## src/rtl/timer_sched_pkg.sv

```systemverilog
// ---------------------------------------------------------------------------
// timer_sched_pkg
// Shared constants and types for the timer channel scheduler:
//   register offsets on the I/O bus, the scan-state enum and STATUS bit
//   positions.
// ---------------------------------------------------------------------------
package timer_sched_pkg;

    localparam logic [3:0] ADDR_CTRL        = 4'h0;
    localparam logic [3:0] ADDR_STATUS      = 4'h1;
    localparam logic [3:0] ADDR_RELOAD_BASE = 4'h4;
    localparam logic [3:0] ADDR_COUNT_BASE  = 4'h8;

    localparam int OVERRUN_BIT  = 31;
    localparam int PERIODIC_LSB = 8;

    typedef enum logic {
        SCH_IDLE = 1'b0,
        SCH_SCAN = 1'b1
    } sch_state_e;

endpackage

```

## src/rtl/tsch_prio_arbiter.sv

```systemverilog
// ---------------------------------------------------------------------------
// tsch_prio_arbiter
// Fixed-priority (lowest index wins) arbiter over the pending vector.
// Purely combinational.
//   pending_i  in   NUM_CH     pending interrupt bits
//   valid_o    out  1          any bit pending
//   idx_o      out  IDX_W      lowest pending index (0 when none)
// ---------------------------------------------------------------------------
module tsch_prio_arbiter #(
    parameter int  NUM_CH = 4,
    localparam int IDX_W  = $clog2(NUM_CH)
) (
    input  logic [NUM_CH-1:0] pending_i,
    output logic              valid_o,
    output logic [IDX_W-1:0]  idx_o
);

    always_comb begin
        valid_o = |pending_i;
        idx_o   = '0;
        // Walk from the top down so the lowest set index is the last writer.
        for (int i = NUM_CH - 1; i >= 0; i--) begin
            if (pending_i[i]) begin
                idx_o = IDX_W'(i);
            end
        end
    end

endmodule

```

## src/rtl/timer_channel_scheduler.sv

```systemverilog
// ---------------------------------------------------------------------------
// timer_channel_scheduler
// Shares the system-timer tick among NUM_CH timer channels using a single
// decrementer that visits one channel per cycle after each tick. Expiries
// raise pending bits which are presented to the CPU with a req/ack handshake.
//   Clock        in   1         clock
//   Reset        in   1         async active-high reset
//   BlockSelect  in   1         block addressed on the I/O bus
//   RegAddress   in   4         register offset
//   WrEn         in   1         write strobe (qualified by BlockSelect)
//   WrData       in   32        write data
//   RdData       out  32        combinational read data (0 if not selected)
//   TickIn       in   1         one-cycle tick from the system timer
//   IntReq       out  1         registered interrupt request
//   IntId        out  IDX_W     channel of IntReq, frozen while IntReq=1
//   IntAck       in   1         one-cycle acknowledge
//
// state    | meaning
// SCH_IDLE | waiting for a tick (or a tick latched during the last scan)
// SCH_SCAN | visiting channel idx_q this cycle, one channel per cycle
// ---------------------------------------------------------------------------
module timer_channel_scheduler
    import timer_sched_pkg::*;
#(
    parameter int  NUM_CH = 4,
    parameter int  CNT_W  = 32,
    localparam int IDX_W  = $clog2(NUM_CH)
) (
    input  logic             Clock,
    input  logic             Reset,
    input  logic             BlockSelect,
    input  logic [3:0]       RegAddress,
    input  logic             WrEn,
    input  logic [31:0]      WrData,
    output logic [31:0]      RdData,
    input  logic             TickIn,
    output logic             IntReq,
    output logic [IDX_W-1:0] IntId,
    input  logic             IntAck
);

    logic [NUM_CH-1:0] enable_q,   enable_d;
    logic [NUM_CH-1:0] periodic_q, periodic_d;
    logic [NUM_CH-1:0] pending_q,  pending_d;
    logic [CNT_W-1:0]  reload_q [NUM_CH];
    logic [CNT_W-1:0]  reload_d [NUM_CH];
    logic [CNT_W-1:0]  count_q  [NUM_CH];
    logic [CNT_W-1:0]  count_d  [NUM_CH];

    sch_state_e        state_q;
    logic [IDX_W-1:0]  idx_q;
    logic              tick_pend_q;
    logic              overrun_q;
    logic              int_req_q;
    logic [IDX_W-1:0]  int_id_q;

    logic              wr;
    logic [CNT_W-1:0]  wr_cnt;
    logic [CNT_W-1:0]  cur_cnt;
    logic              arb_valid;
    logic [IDX_W-1:0]  arb_idx;

    assign wr      = BlockSelect && WrEn;
    assign wr_cnt  = WrData[CNT_W-1:0];
    assign cur_cnt = count_q[idx_q];

    // Register file writes and the shared decrementer.
    always_comb begin
        enable_d   = enable_q;
        periodic_d = periodic_q;
        pending_d  = pending_q;
        reload_d   = reload_q;
        count_d    = count_q;

        if (wr && RegAddress == ADDR_CTRL) begin
            enable_d   = WrData[NUM_CH-1:0];
            periodic_d = WrData[PERIODIC_LSB +: NUM_CH];
            for (int k = 0; k < NUM_CH; k++) begin
                if (!enable_q[k] && WrData[k]) begin
                    count_d[k] = reload_q[k];
                end
            end
        end

        for (int k = 0; k < NUM_CH; k++) begin
            if (wr && RegAddress == ADDR_RELOAD_BASE + 4'(k) &&
                !enable_q[k] && wr_cnt != '0) begin
                reload_d[k] = wr_cnt;
            end
        end

        if (wr && RegAddress == ADDR_STATUS) begin
            pending_d = pending_d & ~WrData[NUM_CH-1:0];
        end
        if (int_req_q && IntAck) begin
            pending_d[int_id_q] = 1'b0;
        end

        // Expiry comes last so a set beats any clear on the same bit.
        if (state_q == SCH_SCAN && enable_q[idx_q]) begin
            if (cur_cnt > CNT_W'(1)) begin
                count_d[idx_q] = cur_cnt - CNT_W'(1);
            end else if (cur_cnt == CNT_W'(1)) begin
                pending_d[idx_q] = 1'b1;
                if (periodic_q[idx_q]) begin
                    count_d[idx_q] = reload_q[idx_q];
                end else begin
                    count_d[idx_q]  = '0;
                    enable_d[idx_q] = 1'b0;
                end
            end
        end
    end

    always_ff @(posedge Clock or posedge Reset) begin
        if (Reset) begin
            enable_q   <= '0;
            periodic_q <= '0;
            pending_q  <= '0;
            for (int k = 0; k < NUM_CH; k++) begin
                reload_q[k] <= CNT_W'(1);
                count_q[k]  <= '0;
            end
        end else begin
            enable_q   <= enable_d;
            periodic_q <= periodic_d;
            pending_q  <= pending_d;
            reload_q   <= reload_d;
            count_q    <= count_d;
        end
    end

    // Scan FSM, one-deep tick latch and sticky overrun flag.
    always_ff @(posedge Clock or posedge Reset) begin
        if (Reset) begin
            state_q     <= SCH_IDLE;
            idx_q       <= '0;
            tick_pend_q <= 1'b0;
            overrun_q   <= 1'b0;
        end else begin
            if (wr && RegAddress == ADDR_STATUS && WrData[OVERRUN_BIT]) begin
                overrun_q <= 1'b0;
            end
            case (state_q)
                SCH_IDLE: begin
                    if (tick_pend_q || TickIn) begin
                        state_q     <= SCH_SCAN;
                        idx_q       <= '0;
                        // A fresh tick arriving while the latched one is consumed stays latched.
                        tick_pend_q <= tick_pend_q && TickIn;
                    end
                end
                SCH_SCAN: begin
                    if (TickIn) begin
                        if (tick_pend_q) begin
                            overrun_q <= 1'b1;
                        end else begin
                            tick_pend_q <= 1'b1;
                        end
                    end
                    if (idx_q == IDX_W'(NUM_CH - 1)) begin
                        state_q <= SCH_IDLE;
                    end else begin
                        idx_q <= idx_q + IDX_W'(1);
                    end
                end
                default: state_q <= SCH_IDLE;
            endcase
        end
    end

    tsch_prio_arbiter #(.NUM_CH(NUM_CH)) u_arb (
        .pending_i (pending_q),
        .valid_o   (arb_valid),
        .idx_o     (arb_idx)
    );

    // Request drops on ack, or when its pending bit was cleared by W1C.
    always_ff @(posedge Clock or posedge Reset) begin
        if (Reset) begin
            int_req_q <= 1'b0;
            int_id_q  <= '0;
        end else if (!int_req_q) begin
            if (arb_valid) begin
                int_req_q <= 1'b1;
                int_id_q  <= arb_idx;
            end
        end else if (IntAck || !pending_q[int_id_q]) begin
            int_req_q <= 1'b0;
        end
    end

    assign IntReq = int_req_q;
    assign IntId  = int_id_q;

    always_comb begin
        RdData = '0;
        if (BlockSelect) begin
            if (RegAddress == ADDR_CTRL) begin
                RdData[NUM_CH-1:0]              = enable_q;
                RdData[PERIODIC_LSB +: NUM_CH]  = periodic_q;
            end
            if (RegAddress == ADDR_STATUS) begin
                RdData[NUM_CH-1:0]  = pending_q;
                RdData[OVERRUN_BIT] = overrun_q;
            end
            for (int k = 0; k < NUM_CH; k++) begin
                if (RegAddress == ADDR_RELOAD_BASE + 4'(k)) begin
                    RdData = 32'(reload_q[k]);
                end
                if (RegAddress == ADDR_COUNT_BASE + 4'(k)) begin
                    RdData = 32'(count_q[k]);
                end
            end
        end
    end

endmodule
```

## config.mk

```make
export PLATFORM = sky130hd
export DESIGN_NAME = timer_channel_scheduler
export DESIGN_NICKNAME = d
export VERILOG_FILES = /design/src/rtl/timer_sched_pkg.sv /design/src/rtl/tsch_prio_arbiter.sv /design/src/rtl/timer_channel_scheduler.sv
export SDC_FILE = /design/constraint.sdc
export NUM_CORES = 1
export LEC_CHECK = 0
export BUFFER_PORTS_ARGS = -buffer_cell sky130_fd_sc_hd__buf_2
export CORE_MARGIN = 2
export CORE_UTILIZATION = 60
export CTS_CLUSTER_SIZE = 20
export DETAILED_ROUTE_END_ITERATION = 8
export PLACE_DENSITY = 0.78
export SYNTH_ARGS = -nofsm -noshare
export SYNTH_HDL_FRONTEND = slang
export SYNTH_SLANG_ARGS = --single-unit
```

## constraint.sdc

```tcl
create_clock -name Clock -period 22.7 [get_ports Clock]
set_input_delay 4.54 -clock Clock [delete_from_list [all_inputs] [get_ports Clock]]
set_output_delay 4.54 -clock Clock [all_outputs]
set_load 0.02 [all_outputs]
```

==> results.json, run 1 <==
{
  "outcome": "finished with violations",
  "violations": "DRC",
  "fill_cells": 2242,
  "p_leak_uw": 0.007717,
  "die_w_um": 175.8,
  "final_cells": 2041,
  "die_y_um": 175.8,
  "ys_seq_area_frac": 0.3903,
  "h-tree-depth": 1,
  "cts_root_buf": "clkbuf_16",
  "final_area_um2": 19480,
  "gp_congestion": 0.9544,
  "fmax_ghz": 0.08678,
  "drt-total-wl_um": 64190,
  "grt_start_max_net_pins": 185,
  "worstMarginPinSlew_ps": 1265,
  "required_ps": 18160,
  "fin_tns_setup_ps": 0,
  "placementRows": 62,
  "synthCells": 1625,
  "core_area_um2": 28860,
  "fin_skew_ps": 19.33,
  "cts_resized": 0,
  "start_util": 0.6137,
  "cts.sinks": 276,
  "cts_tree": "yes",
  "syn_nets": 1673,
  "min_period_ps": 11520,
  "netlist_area_um2": 17710,
  "drive_gt1_frac": 0.2579,
  "cts_hold_buf": 0,
  "maxSlewViolCount": 0,
  "final_util": 0.6750,
  "slowest_delay_ps": 680,
  "finalPower_uw": 2617,
  "rsz0062_at_grt": "no",
  "crit_path_top_delay_cell": "nor2_2",
  "synth.distinct_cells": 66,
  "worstPathCellList": "buf_2, nand2b_1, nor2_2, buf_4, a22oi_1, a41oi_1, buf_2",
  "finalSetupViolCount": 0,
  "drt_iter0_drc": 2262,
  "synthTopCellsByArea": "dfrtp_1, mux2i_1, mux2_2",
  "grt_pass1_wl_um": 98340,
  "p_per_area_nw_per_um2": 134.4,
  "ant_nets": 0,
  "ir_worst_vdd_v": 0.00009701,
  "insertion_delay_ps": 600,
  "drcViolationCount": 1,
  "finalCritPeriodShare": 0.5076,
  "io_buffers": 76,
  "path_clk_slew_ps": 60,
  "hpwl_um": 38370,
  "crit_type": "primary input to output port",
  "ios": 77,
  "ys_ff_latch": 276,
  "hold_path_startpoint": "periodic_q[3]$_DFFE_PP0P_",
  "area_growth_pct": 9.989,
  "yosysTopAreaCellShare": 0.3843,
  "cp-start-kind": "primary input",
  "worstPathMaxFanout": 22,
  "antenna_found_initial": 2,
  "nets": 1680,
  "yosysTopAreaCell": "dfrtp_1",
  "critical-path-top-delay-family": "simple AND/OR/NAND/NOR gates",
  "yosys_warnings": 0,
  "synthFlopType": "dfrtp_1",
  "synth_edf_count": 0,
  "cts.path.max_buffers": 3,
  "worst_path_most_repeated_cell": "buf_2",
  "dpl_cell_area_um2": 18420,
  "max_cap_viol_count": 0,
  "dp_cells": 1983,
  "reg2reg_from": "idx_q[0]$_DFFE_PP0P_",
  "wl_per_cell_um": 31.45,
  "crit_buf_inv": 3,
  "r2r_slack_ps": 16270,
  "grt_usage": 0.4185,
  "die_area_um2": 30910,
  "hold_path_class": "flip-flop to flip-flop",
  "startpoint": "RegAddress[3]",
  "worstPathArrival_ps": 6980,
  "worstSetupEndpointType": "output port",
  "hold_viol": 0,
  "dr.pass1.iters": 9,
  "overflow": 0,
  "via_per_inst": 7.916,
  "post-cts-setup-buffers": 0,
  "syn_avg_cell_area_um2": 10.90,
  "cts_inserted_buffers": 31,
  "slew_headroom": 0.1533,
  "vias": 16160,
  "grt_pass1_vias": 16340,
  "synth-async-reset-ratio": 1.000
}
-- kinds of logic after synthesis --
logic type,Yosys count,synth area share
buffers and inverters,147,0.03278
AND/OR/NAND/NOR,303,0.08880
multiplexers,390,0.2778
AO/OA/AOI/OAI,473,0.1912
XOR/XNOR,29,0.01434
flip-flops,276,0.3903
adder cells (fa/ha/maj),7,0.004804
-- power by group --
part	switching (uW)	leakage, uW	internal [uW]
sequential	169	0.00348	643
combinational	761	0.00371	513
clock	218	0.000526	313
total	1150	0.00772	1470
-- registers in the layout (all words and copies together) (netlist names) --
| name | flops |
|---|---|
| enable_q | 4 |
| tick_pend_q | 1 |
| IntReq | 1 |
| IntId | 2 |
| overrun_q | 1 |
| idx_q | 2 |
| count_q | 128 |
| reload_q | 128 |
| pending_q | 4 |
| periodic_q | 4 |
| state_q | 1 |
-- placed cells by master (no fill, tap or decap), drive strengths merged, types with 6 or more instances in the layout --
cell type,count
nand2b,10
nand4,8
nor2b,30
a22oi,129
a31oi,21
or2,6
o22a,12
a21o,28
a31o,6
ha,6
a222oi,6
o221ai,24
clkbuf,47
a41oi,20
nor4,24
o21ai,52
o211ai,6
xor2,11
nand2,80
mux2,152
inv,14
or3,11
a21oi,45
a211oi,14
o22ai,53
a211o,24
dfrtp,272
xnor2,18
and2,13
nand3,18
buf,109
nor2,61
mux4,66
nor3,14
a221oi,6
mux2i,172
or4,11
-- routing by layer --
| metal | wire [um] | up-vias | track usage |
|---|---|---|---|
| li1 | - | 6401 | - |
| met1 | 22940 | 7933 | 0.5431 |
| met2 | 27060 | 1433 | 0.6050 |
| met3 | 9585 | 387 | 0.1448 |
| met4 | 4588 | 2 | 0.2548 |
| met5 | 14 | - | 0 |
-- stage by stage --
step	hold WS [ps]	setup WS, ps
2_1_floorplan	463.6	10560
6_report	553.4	11180
3_3_place_gp	528.0	11370
4_1_cts	549.1	11290
3_5_place_dp	535.7	11320
5_1_grt	554.9	11160
-- cell usage after synthesis, drive strengths merged, types with 3 or more instances --
library cell and number:
nand3b 4, o2bb2ai 5, o21ai 52, a22oi 129, buf 44, a31o 6
nor2b 30, nor2 61, or4 11, a211o 24, o22ai 53, o22a 12
a221oi 6, nand2b 10, o221ai 24, nor4b 5, a222oi 6, clkbuf 91
a2bb2oi 3, o211ai 6, or2 6, dfrtp 272, nand4 8, xnor2 18
ha 6, a211oi 14, o211a 3, a41oi 20, mux2 152, a21o 28
a31oi 21, and2 13, mux2i 172, nor3 14, dfstp 4, xor2 11
inv 12, mux4 66, a21oi 45, nand2 80, nor4 24, nand3 18
or3 11
-- worst paths after layout --
kind / end / cells after the start
hold / removal: periodic_q[3]$_DFFE_PP0P_ / 1
max in group asynchronous: idx_q[1]$_DFFE_PP0P_ / 3
hold reg to reg: periodic_q[3]$_DFFE_PP0P_ / 1
setup / recovery: RdData[16] / 7
setup reg to reg: count_q[96]$_DFF_PP0_ / 9
min in group asynchronous: reload_q[78]$_DFFE_PP0P_ / 2
-- worst reg2reg max path: cells and delay by family, from the launching register on --
| kind | cells | cell delay (ps) |
|---|---|---|
| muxes | 1 | 670 |
| DFF | 1 | 670 |
| buffers and inverters | 2 | 1230 |
| and+or+nand+nor | 4 | 2990 |
| AOI/OAI and AO/OA | 2 | 800 |
-- area by class of cell --
type | instances | area, um2 | share of cell area
clock buffer | 47 | 925.9 | 0.04753
antenna | 1 | 2.502 | 0.0001285
clock inverter | 10 | 132.6 | 0.006808
sequential | 276 | 6919 | 0.3552
tap | 384 | 480.5 | 0.02466
inverter | 12 | 52.55 | 0.002698
timing repair buffer | 109 | 640.6 | 0.03289
multi-input combinational | 1202 | 10330 | 0.5301
No activity file was read; power rests on OpenSTA's default activity.
==> inputs of run 2 (changes only) <==
- CORE_UTILIZATION: 60 -> 57
- clock period: 22.7 -> 10.45 ns (I/O delays scaled with it)
==> results.json, run 2 (same netlist as run 1, synthesis figures left out) <==
{
  "layout_commonest_cell": "dfrtp_1",
  "grt_start_max_net_pins": 149,
  "grt_pass1_wl_um": 97030,
  "ir_worst_vdd_v": 0.0001515,
  "worstPathArrival_ps": 4490,
  "worstPathMaxFanout": 21,
  "via_per_inst": 7.763,
  "drcViolationCount": 0,
  "vias": 15960,
  "r2r_cells": 10,
  "crit_type": "primary input to output port",
  "ant_nets": 0,
  "top_regs": "count_q x128, reload_q x128",
  "h-tree-depth": 2,
  "slew_headroom": 0.1423,
  "startpoint": "RegAddress[3]",
  "worstPathCellList": "buf_2, nand2b_1, nor2_2, buf_4, a22oi_1, a41oi_1, buf_2",
  "drive_gt1_frac": 0.2596,
  "required_ps": 8360,
  "hold_path_class": "flip-flop to flip-flop",
  "ios": 77,
  "start_util": 0.5790,
  "worstSetupEndpointType": "output port",
  "outcome": "finished, final reports clean",
  "die_y_um": 180.3,
  "cts_hold_buf": 0,
  "wl_per_cell_um": 30.94,
  "p_leak_uw": 0.007786,
  "p_per_area_nw_per_um2": 295.5,
  "gp_congestion": 0.9455,
  "insertion_delay_ps": 530,
  "layout_common_cells": "dfrtp_1, mux2i_1, mux2_2",
  "fmax_ghz": 0.1519,
  "post-cts-setup-buffers": 0,
  "cts_resized": 0,
  "cts.path.max_buffers": 3,
  "maxSlewViolCount": 0,
  "slowest_delay_ps": 720,
  "cts_inserted_buffers": 34,
  "max_cap_viol_count": 0,
  "drt-total-wl_um": 63610,
  "core_area_um2": 30590,
  "hold_viol": 0,
  "r2r_slack_ps": 4130,
  "die_area_um2": 32500,
  "dr.pass1.iters": 9,
  "worst_path_most_repeated_cell": "buf_2",
  "fin_tns_setup_ps": 0,
  "finalSetupViolCount": 0,
  "cp-start-kind": "primary input",
  "placementRows": 64,
  "setup_slack_ps": 3868,
  "cts.sinks": 276,
  "cts_tree": "yes",
  "grt_pass1_vias": 16110,
  "cts_root_buf": "clkbuf_16",
  "worstMarginPinSlew_ps": 1287,
  "die_w_um": 180.3,
  "nets": 1685,
  "overflow": 0,
  "path_clk_slew_ps": 60,
  "rsz0062_at_grt": "no",
  "fin_skew_ps": 22.56,
  "min_path_cells": 1,
  "crit_path_top_delay_cell": "nor2_2",
  "grt_usage": 0.3853,
  "reg2reg_to": "count_q[24]$_DFF_PP0_",
  "dpl_worst_slack_ps": 3968,
  "n_antenna_cell": 0,
  "antenna_found_initial": 2,
  "finalCritPeriodShare": 0.6299,
  "drt_iter0_drc": 2262,
  "hold_path_end": "periodic_q[1]$_DFFE_PP0P_",
  "area_growth_pct": 10.95,
  "reg2reg_from": "idx_q[0]$_DFFE_PP0P_",
  "hpwl_um": 38430,
  "io_buffers": 76,
  "min_period_ps": 6582,
  "hold_path_startpoint": "periodic_q[1]$_DFFE_PP0P_"
}
-- run 2: changes by cell type in the layout (fill, tap and decap cells not counted), sizes merged --
| cell | before | now |
|---|---|---|
| buf | 109 | 111 |
| clkbuf | 47 | 44 |
| diode | 1 | 0 |
| bufinv | 3 | 7 |
| clkinvlp | 0 | 1 |
-- run 2: layout make-up --
class / instances / area, um2
Tap cell: 396 / 495.5
Clock buffer: 44 / 929.6
Inverter: 12 / 52.55
Sequential cell: 276 / 6919
Timing Repair Buffer: 111 / 655.6
Clock inverter: 15 / 262.8
Multi-Input combinational cell: 1202 / 10330
Fill cell: 2393 / 10940
-- run 2: worst max path at each step --
stage                             to  slack, ps  depth (start not counted)
6_report                  RdData[16]       3870                          7
5_1_grt        count_q[24]$_DFF_PP0_       3850                         10
4_1_cts                   RdData[16]       3960                          7
3_5_place_dp              RdData[16]       3970                          7
3_3_place_gp              RdData[16]       4010                          7
2_1_floorplan   IntId[0]$_DFFE_PP0P_        760                          1
-- run 2: report_power, final --
part	internal [uW]	total (uW)	switching, uW	leakage [uW]
logic	1120	2770	1650	0.00372
registers	1400	1760	358	0.00348
clock network	803	1280	480	0.000583
-- run 2: per-stage QoR --
stage	std cells	hold WS [ps]	total power (uW)	area [um2]	util
2_1_floorplan	1625	463.6	3625	17710	-
3_3_place_gp	1997	536.2	4309	18460	0.6034
3_5_place_dp	1997	530.0	4395	18460	0.6034
4_1_cts	2056	552.7	5689	19650	0.6424
5_1_grt	2056	567.5	6034	19650	0.6424
6_report	2056	561.2	5807	19650	0.6424
-- run 2: worst max-delay path: cells and delay by family --
family          cells  cell delay (ps)
compound gates      2              540
simple gates        2              990
buf+inv             3              860
-- run 2: layer usage --
layer	up-vias	share of wire	global-route usage
met2	1390	0.43	0.5661
met5	-	0.00016	0
met1	7747	0.35	0.4946
met3	395	0.15	0.1372
met4	2	0.068	0.2206
li1	6426	-	-
